**src/rtl/maze_pkg.sv**
```systemverilog
// ============================================================================
// Package     : maze_pkg
// Description : Shared button indices, channel state encoding and defaults.
// Revision    : 1.0
// ============================================================================
`default_nettype none

package maze_pkg;

    localparam int BTN_C = 0;
    localparam int BTN_L = 1;
    localparam int BTN_R = 2;
    localparam int BTN_D = 3;
    localparam int BTN_U = 4;

    // 10 ms at 25 MHz
    localparam int DEBOUNCE_DEFAULT = 250000;

    typedef enum logic [1:0] {
        IDLE    = 2'b00,
        ARM_P   = 2'b01,
        PRESSED = 2'b10,
        ARM_R   = 2'b11
    } btn_state_t;

endpackage

`default_nettype wire

```
**src/rtl/btn_debounce_ch.sv**
```systemverilog
// ============================================================================
// Module      : btn_debounce_ch
// Description : One button channel: 2-FF synchroniser, debounce FSM, repeat.
// Revision    : 1.0
// ============================================================================
`default_nettype none

module btn_debounce_ch
    import maze_pkg::*;
#(
    parameter int DEBOUNCE_CYCLES = DEBOUNCE_DEFAULT,
    parameter int REPEAT_CYCLES   = 0,
    parameter int CNT_W           = 18
) (
    input  logic clk,
    input  logic Reset_n,
    input  logic raw,
    output logic level,
    output logic pulse
);

    localparam logic [CNT_W-1:0] DC_LAST   = CNT_W'(DEBOUNCE_CYCLES - 1);
    localparam logic [CNT_W-1:0] RC_LAST   = CNT_W'(REPEAT_CYCLES - 1);
    localparam bit               REPEAT_EN = (REPEAT_CYCLES != 0);

    logic             s1;
    logic             s2;
    btn_state_t       state;
    btn_state_t       state_nx;
    logic [CNT_W-1:0] dcnt;
    logic [CNT_W-1:0] dcnt_nx;
    logic [CNT_W-1:0] rcnt;
    logic [CNT_W-1:0] rcnt_nx;
    logic             pulse_nx;

    always_comb begin
        state_nx = state;
        dcnt_nx  = dcnt;
        rcnt_nx  = rcnt;
        pulse_nx = 1'b0;
        case (state)
            IDLE: begin
                if (s2) begin
                    state_nx = ARM_P;
                    dcnt_nx  = '0;
                end
            end
            ARM_P: begin
                if (!s2) begin
                    state_nx = IDLE;
                end else if (dcnt == DC_LAST) begin
                    state_nx = PRESSED;
                    pulse_nx = 1'b1;
                    rcnt_nx  = '0;
                end else begin
                    dcnt_nx = dcnt + CNT_W'(1);
                end
            end
            PRESSED: begin
                if (!s2) begin
                    state_nx = ARM_R;
                    dcnt_nx  = '0;
                end else if (REPEAT_EN) begin
                    // rcnt only runs when repeat is enabled, so it never wraps
                    if (rcnt == RC_LAST) begin
                        pulse_nx = 1'b1;
                        rcnt_nx  = '0;
                    end else begin
                        rcnt_nx = rcnt + CNT_W'(1);
                    end
                end
            end
            ARM_R: begin
                if (s2) begin
                    state_nx = PRESSED;
                    rcnt_nx  = '0;
                end else if (dcnt == DC_LAST) begin
                    state_nx = IDLE;
                end else begin
                    dcnt_nx = dcnt + CNT_W'(1);
                end
            end
            default: begin
                state_nx = IDLE;
            end
        endcase
    end

    always_ff @(posedge clk) begin
        if (!Reset_n) begin
            s1    <= 1'b0;
            s2    <= 1'b0;
            state <= IDLE;
            dcnt  <= '0;
            rcnt  <= '0;
            level <= 1'b0;
            pulse <= 1'b0;
        end else begin
            s1    <= raw;
            s2    <= s1;
            state <= state_nx;
            dcnt  <= dcnt_nx;
            rcnt  <= rcnt_nx;
            // Level is decoded from the next state so it lines up with the pulse
            level <= (state_nx == PRESSED) || (state_nx == ARM_R);
            pulse <= pulse_nx;
        end
    end

endmodule

`default_nettype wire

```
**src/rtl/btn_conditioner.sv**
```systemverilog
// ============================================================================
// Module      : btn_conditioner
// Description : Debounce/edge-detect wrapper for the board push-buttons.
// Revision    : 1.0
// ============================================================================
`default_nettype none

module btn_conditioner
    import maze_pkg::*;
#(
    parameter int N_BTN           = 5,
    parameter int DEBOUNCE_CYCLES = DEBOUNCE_DEFAULT,
    parameter int REPEAT_CYCLES   = 0,
    parameter int CNT_W           = 18
) (
    input  logic             clk,
    input  logic             Reset_n,
    input  logic [N_BTN-1:0] btn_raw,
    output logic [N_BTN-1:0] btn_level,
    output logic [N_BTN-1:0] btn_pulse
);

    for (genvar i = 0; i < N_BTN; i++) begin : g_ch
        btn_debounce_ch #(
            .DEBOUNCE_CYCLES (DEBOUNCE_CYCLES),
            .REPEAT_CYCLES   (REPEAT_CYCLES),
            .CNT_W           (CNT_W)
        ) u_ch (
            .clk     (clk),
            .Reset_n (Reset_n),
            .raw     (btn_raw[i]),
            .level   (btn_level[i]),
            .pulse   (btn_pulse[i])
        );
    end

endmodule

`default_nettype wire

```
**config.mk**
```make
export PLATFORM = sky130hd
export DESIGN_NAME = btn_conditioner
export DESIGN_NICKNAME = d
export VERILOG_FILES = /design/src/rtl/maze_pkg.sv /design/src/rtl/btn_debounce_ch.sv /design/src/rtl/btn_conditioner.sv
export SDC_FILE = /design/constraint.sdc
export NUM_CORES = 1
export LEC_CHECK = 0
export CAP_MARGIN = 20
export CORE_MARGIN = 10
export CORE_UTILIZATION = 30
export DETAILED_ROUTE_END_ITERATION = 16
export SKIP_LAST_GASP = 1
export SYNTH_ARGS = -nofsm -noshare
export SYNTH_HDL_FRONTEND = slang
export SYNTH_SLANG_ARGS = --single-unit
```
**constraint.sdc**
```tcl
create_clock -name clk -period 1.75 [get_ports clk]
set_input_delay 0.2625 -clock clk [delete_from_list [all_inputs] [get_ports clk]]
set_output_delay 0.2625 -clock clk [all_outputs]
set_load 0.02 [all_outputs]
```
* After elaboration in Yosys (flattened, before gate mapping)
Index checks and enable logic that the tools add are counted.
** Word-level totals
- Register bits :: 120
- Input port bits :: 7
- Output and inout bits :: 10
- Logic and storage cells :: 175
** Operators by class
- Add/sub/neg operators :: 5
- Equality and inequality tests :: 50
- Multiplexer cells :: 70
- Reductions and logical operators :: 20
** Operators by type and width (count)
- $mux W18 :: 25
- $pmux W18 S4 :: 5
- $add A18 B1 Y18 const B :: 5
- $eq A18 B18 Y1 const B :: 5
- $mux W2 :: 30
- $eq A2 B2 Y1 const B :: 20
- $pmux W2 S4 :: 5
- $ne A2 B1 Y1 const B :: 10
- $ne A2 B2 Y1 const B :: 10
- $reduce_and A4 Y1 :: 5
- $reduce_and A3 Y1 :: 5
- $eq A2 B1 Y1 const B :: 5
- $logic_not A2 Y1 :: 5
- $logic_or A1 B1 Y1 :: 5
- $mux W1 :: 5

* Logic depth before layout (Yosys ltp)
Gate-level depths: netlist (run 1).
- Depth after elaboration :: 6
- Gate-level depth with buffers :: 7
- Gate-level depth less buffers :: 6

* By module
Synthesis (run 1) repeated with hierarchy kept, for this count alone.
** Unflattened totals
- Cell total of the unflattened synthesis :: 613
- Area total of the unflattened synthesis :: 5532.8 um^2
** Modules (own cells, without submodules)
- btn_debounce_ch (g_ch[0].u_ch ...) :: times used 4, cells each 120, area each 1092.3 um^2, sequential area each 460.4 um^2
- btn_debounce_ch (g_ch[4].u_ch) :: times used 1, cells each 133, area each 1163.6 um^2, sequential area each 480.5 um^2

* Worst setup path before layout (run 1)
Ideal clock, no wire load.
- Path kind :: register to register
- Start :: register g_ch[4].u_ch.dcnt[0]
- End :: register g_ch[4].u_ch.dcnt[5]
- Setup time :: 71 ps
- Arrival time :: 1801 ps
- Data required time :: 1679 ps
- Slack :: -123 ps
- Stages on the path, launching flop included :: 8
- Buffers on the path :: 1
- Period minus slack after synthesis :: 1873 ps
- Path through :: dfxtp_1 > ha_1 > and3b_1 > and3_1 > a211o_1 > clkbuf_1 > or3_1 > a21oi_1
** On the way
- Word-level cells in the longest chain between the ends :: 4
- Elaborated cells between the ends (all ways) :: 6
- Classes of those cells :: 1 x add/sub; 1 x eq/ne; 4 x mux
** RTL lines
- from (decl) :: line btn_debounce_ch.sv:30 : logic [CNT_W-1:0] dcnt;
- from (signal assigned) :: line btn_debounce_ch.sv:102 : dcnt <= dcnt_nx;
- $add A18 B1 Y18 / $eq A18 B18 Y1 (equally long branches)
- $mux W18 * :: line btn_debounce_ch.sv:51, btn_debounce_ch.sv:77
- $mux W18, on equally long branches :: line btn_debounce_ch.sv:74, btn_debounce_ch.sv:49
- $pmux W18 S4 * :: line btn_debounce_ch.sv:41 : case (state)
Mark *: on every way between the ends. The rest lies on a longest branch, timed or not. The select of a mux whose other input is x is not followed.
A chain may end at the register's enable or synchronous reset.

* Worst setup path in the final report (run 1)
- Start :: register g_ch[1].u_ch.dcnt[5]
- End :: register g_ch[1].u_ch.dcnt[6]
** On the way
- Word-level cells in the longest chain between the ends :: 4
- Elaborated cells between the ends (all ways) :: 6
- Classes of those cells :: 1 x add/sub; 1 x eq/ne; 4 x mux
** RTL lines (line)
- from (decl) :: btn_debounce_ch.sv:30
- from (signal assigned) :: btn_debounce_ch.sv:102
- $add A18 B1 Y18 / $eq A18 B18 Y1 (equally long branches)
- $mux W18 * :: btn_debounce_ch.sv:51, btn_debounce_ch.sv:77
- $mux W18, on equally long branches :: btn_debounce_ch.sv:74, btn_debounce_ch.sv:49
- $pmux W18 S4 * :: btn_debounce_ch.sv:41
Marks and branches as above.

==> results of run 1 <==
## area by class of cell
type / count / area [µm²]
clock buffer: 20 / 467
tap: 229 / 287
multi-input combinational: 489 / 3340
timing repair buffer: 138 / 1140
sequential: 120 / 2430
fill: 1751 / 10400
clock inverter: 12 / 118
inverter: 17 / 63.8
## metrics by stage
stage / hold slack, ns / cell area [µm²] / power (W)
after floorplan: 0.390 / 5660 / 0.00293
after global placement: 0.414 / 6780 / 0.00305
after detailed placement: 0.420 / 6780 / 0.00305
after CTS: 0.157 / 7480 / 0.00646
after global routing: 0.164 / 7850 / 0.00663
final: 0.167 / 7850 / 0.00640
## what timing repair did
item                       4_1_cts  5_1_grt
setup endpoints to repair       34       67
pin swaps                       14       38
setup buffers                    4       10
hold buffers                     0        0
gates cloned                     1        2
gates resized for setup         19       76
## cells by family (layout without fill, tap and decap cells)
kind of cell | count (synthesis) | count (layout) | share of synthesized area [%]
simple gates | 306 | 306 | 30.2
compound gates | 128 | 130 | 13.9
flops | 120 | 120 | 42.8
xor+xnor | 45 | 45 | 7.42
buf+inv | 45 | 187 | 4.06
fa+ha+maj | 5 | 5 | 1.11
mux | 3 | 3 | 0.535
## cell usage after synthesis (all sizes together), types with 2 or more instances
| cell | count | area (µm²) |
|---|---|---|
| a2111oi | 2 | 17.5 |
| a211o | 2 | 17.5 |
| a211oi | 5 | 37.5 |
| a21boi | 2 | 15.0 |
| a21o | 2 | 15.0 |
| a21oi | 52 | 264 |
| a31oi | 2 | 12.5 |
| and2 | 14 | 87.6 |
| and3 | 17 | 106 |
| and4 | 7 | 61.3 |
| buf | 13 | 98.8 |
| clkbuf | 14 | 56.3 |
| dfxtp | 120 | 2400 |
| ha | 5 | 62.6 |
| inv | 17 | 63.8 |
| mux2i | 3 | 30.0 |
| nand2 | 53 | 199 |
| nand2b | 4 | 25.0 |
| nand3 | 46 | 230 |
| nand3b | 2 | 15.0 |
| nand4 | 18 | 113 |
| nand4b | 6 | 52.6 |
| nor2 | 57 | 214 |
| nor3 | 12 | 60.1 |
| nor4 | 12 | 93.8 |
| nor4b | 8 | 70.1 |
| o211ai | 9 | 81.3 |
| o21a | 3 | 22.5 |
| o21ai | 40 | 215 |
| o22ai | 3 | 25.0 |
| o41ai | 3 | 33.8 |
| or2 | 3 | 18.8 |
| or3 | 21 | 136 |
| or4 | 18 | 138 |
| or4b | 2 | 20.0 |
| xnor2 | 20 | 175 |
| xor2 | 25 | 241 |
## metal layers
metal  global-route usage [%]  vias to the layer above
li1                         -                     2645
met2                     18.2                       80
met1                     14.6                     2471
met4                     3.82                        0
met5                        0                        -
met3                     3.37                        8
## flip-flops by register name (all words and copies together), names as in the netlist
name,flops
g_ch.u_ch.s1,5
g_ch.u_ch.level,5
g_ch.u_ch.state,10
g_ch.u_ch.pulse,5
g_ch.u_ch.dcnt,90
g_ch.u_ch.s2,5
## path summary, 6_finish.rpt
kind,start,cells after the start,endpoint
setup / recovery,g_ch[1].u_ch.dcnt[5],6,g_ch[1].u_ch.dcnt[6]
setup reg to reg,g_ch[1].u_ch.dcnt[5],6,g_ch[1].u_ch.dcnt[6]
hold / removal,Reset_n,2,g_ch[1].u_ch.s2
hold reg to reg,g_ch[1].u_ch.s1,1,g_ch[1].u_ch.s2
## where the power goes
| group | switching (W) | leakage, nW | internal, W |
|---|---|---|---|
| registers | 0.0000140 | 0.979 | 0.00275 |
| clock network | 0.00132 | 0.275 | 0.00208 |
| logic | 0.000130 | 1.57 | 0.000104 |
## worst max-delay path, cell delays in order (launching register included)
cell,delay [ns]
dfxtp_2,0.32
or4b_1,0.51
or3_4,0.39
o21ai_4,0.19
buf_6,0.12
a21oi_1,0.03
o32ai_1,0.23
==> qor.csv, run 1 <==
stage,metric,value,unit
cts,CTS sink cnt,120,
routing,routed wl met3,553,µm
critical_path,crit path DAT,2.20,ns
global_route,largest net degree at the start of global routing,34,
die,Die Outline Area,0.0246,mm²
global_route,first-pass GRT wire length,23400,µm
placement,PortBufs,16,
sta,fin crit share,108,%
critical_path,Crit. End Element,flip-flop,
sta,Setup Skew,0.0103,ns
yosys,Avg Inst Size Synth,8.61,µm²
final_layout,layout cells sized above 1,30.7,%
global_route,GRT Residual Overflow,0,
cts,Root Driver,clkbuf_16,
die,I/O pins,17,
final_layout,Area Growth Syn to Fin,39.9,%
final_layout,fin util,43.1,%
cts,total clock buffers created by CTS,17,
global_route,initial antenna violation count,0,
die,Die H,157,µm
cts,worst skew pair latency,0.42,ns
yosys,"EDFF count, synth",0,
outcome,outcome,"complete, but fails checks",
sta,Rel. slew slack,57.6,%
final_layout,"most common cell after layout, fill and taps aside",buf_4,
routing,M1 WL,6820,µm
final_layout,Final nets,795,
critical_path,critical path class,reg2reg,
critical_path,startpoint types,flip-flop,
placement,GP Congestion,0.852,
placement,DPL Wire Length,9370,µm
sta,Tightest Pin Transition,0.629,ns
routing,wire length on met2,6800,µm
power_and_ir_drop,power per standard cell area,815,mW/mm²
yosys,Post-Syn Instances,652,
critical_path,critical-path maximum fanout,4,
yosys,Yosys cell types,61,
placement,"worst slack, placed",-0.188,ns
cts,CTS tree,yes,
sta,setup ws final,-0.136,ns
yosys,sequential share of the synthesized area,42.8,%
global_route,number of global-route vias before repair,4952,
die,die width,157,µm
die,Cell Rows,49,
outcome,failing checks,setup timing,
final_layout,"leading cell types in the layout, fill and taps excluded","buf_4 (112), dfxtp_1 (102), nor2_1 (55)",
sta,min cycle time layout,1.89,ns
final_layout,Inserted Diodes,0,
run,Max Cap Violations,0,
yosys,Synth Register Bits,120,
yosys,Synth async-reset ratio,0,%
yosys,Synth warnings,0,
critical_path,CP Data Required Time,2.07,ns
routing,via-per-instance ratio,5.08,
yosys,synthesized cell area,0.00562,mm²
cts,H-tree depth,4,
routing,DRT antenna net count,0,
cts,clock slew at reported path FFs,0.06,ns
routing,starting DRC count in detailed routing,329,
cts,CTS Buffer Depth,2,
final_layout,Layout Cells excl Fill,1025,
sta,unrepaired setup endpoints after global routing,yes,
sta,Final setup viols,14,
routing,DR WL/cell,14.0,µm
routing,"wirelength, routed",14300,µm
critical_path,"reg-to-reg slack, setup",-0.14,ns
min_path,hold crit path type,in2reg,
power_and_ir_drop,VDD IR-drop max,0.000533,V
die,core area,0.0182,mm²
placement,dpl cells,976,
yosys,ys flop type,dfxtp_1,
sta,final setup TNS,-1.48,ns
power_and_ir_drop,leakage,2.82,nW
sta,upper clock frequency limit,530,MHz
sta,endpoints failing hold,0,
sta,Final Slew Violations,0,
routing,via count,5204,
routing,First-pass DRT Iterations,4,
routing,Max Used Layer,met4,
global_route,GRT Util Overall,11.5,%
die,Starting Density,30.8,%
yosys,syn_nets,664,
routing,DRC errors left,0,
(Power assumes the default switching activity.)
==> inputs of run 2 (changes only) <==
--- a/constraint.sdc
+++ b/constraint.sdc
@@ -3,2 +3,2 @@
 set_output_delay 0.2625 -clock clk [all_outputs]
-set_load 0.02 [all_outputs]
+set_load 0.01 [all_outputs]
==> results of run 2 <==
No change in the layout: final DEF, timing and power equal those of run 1.
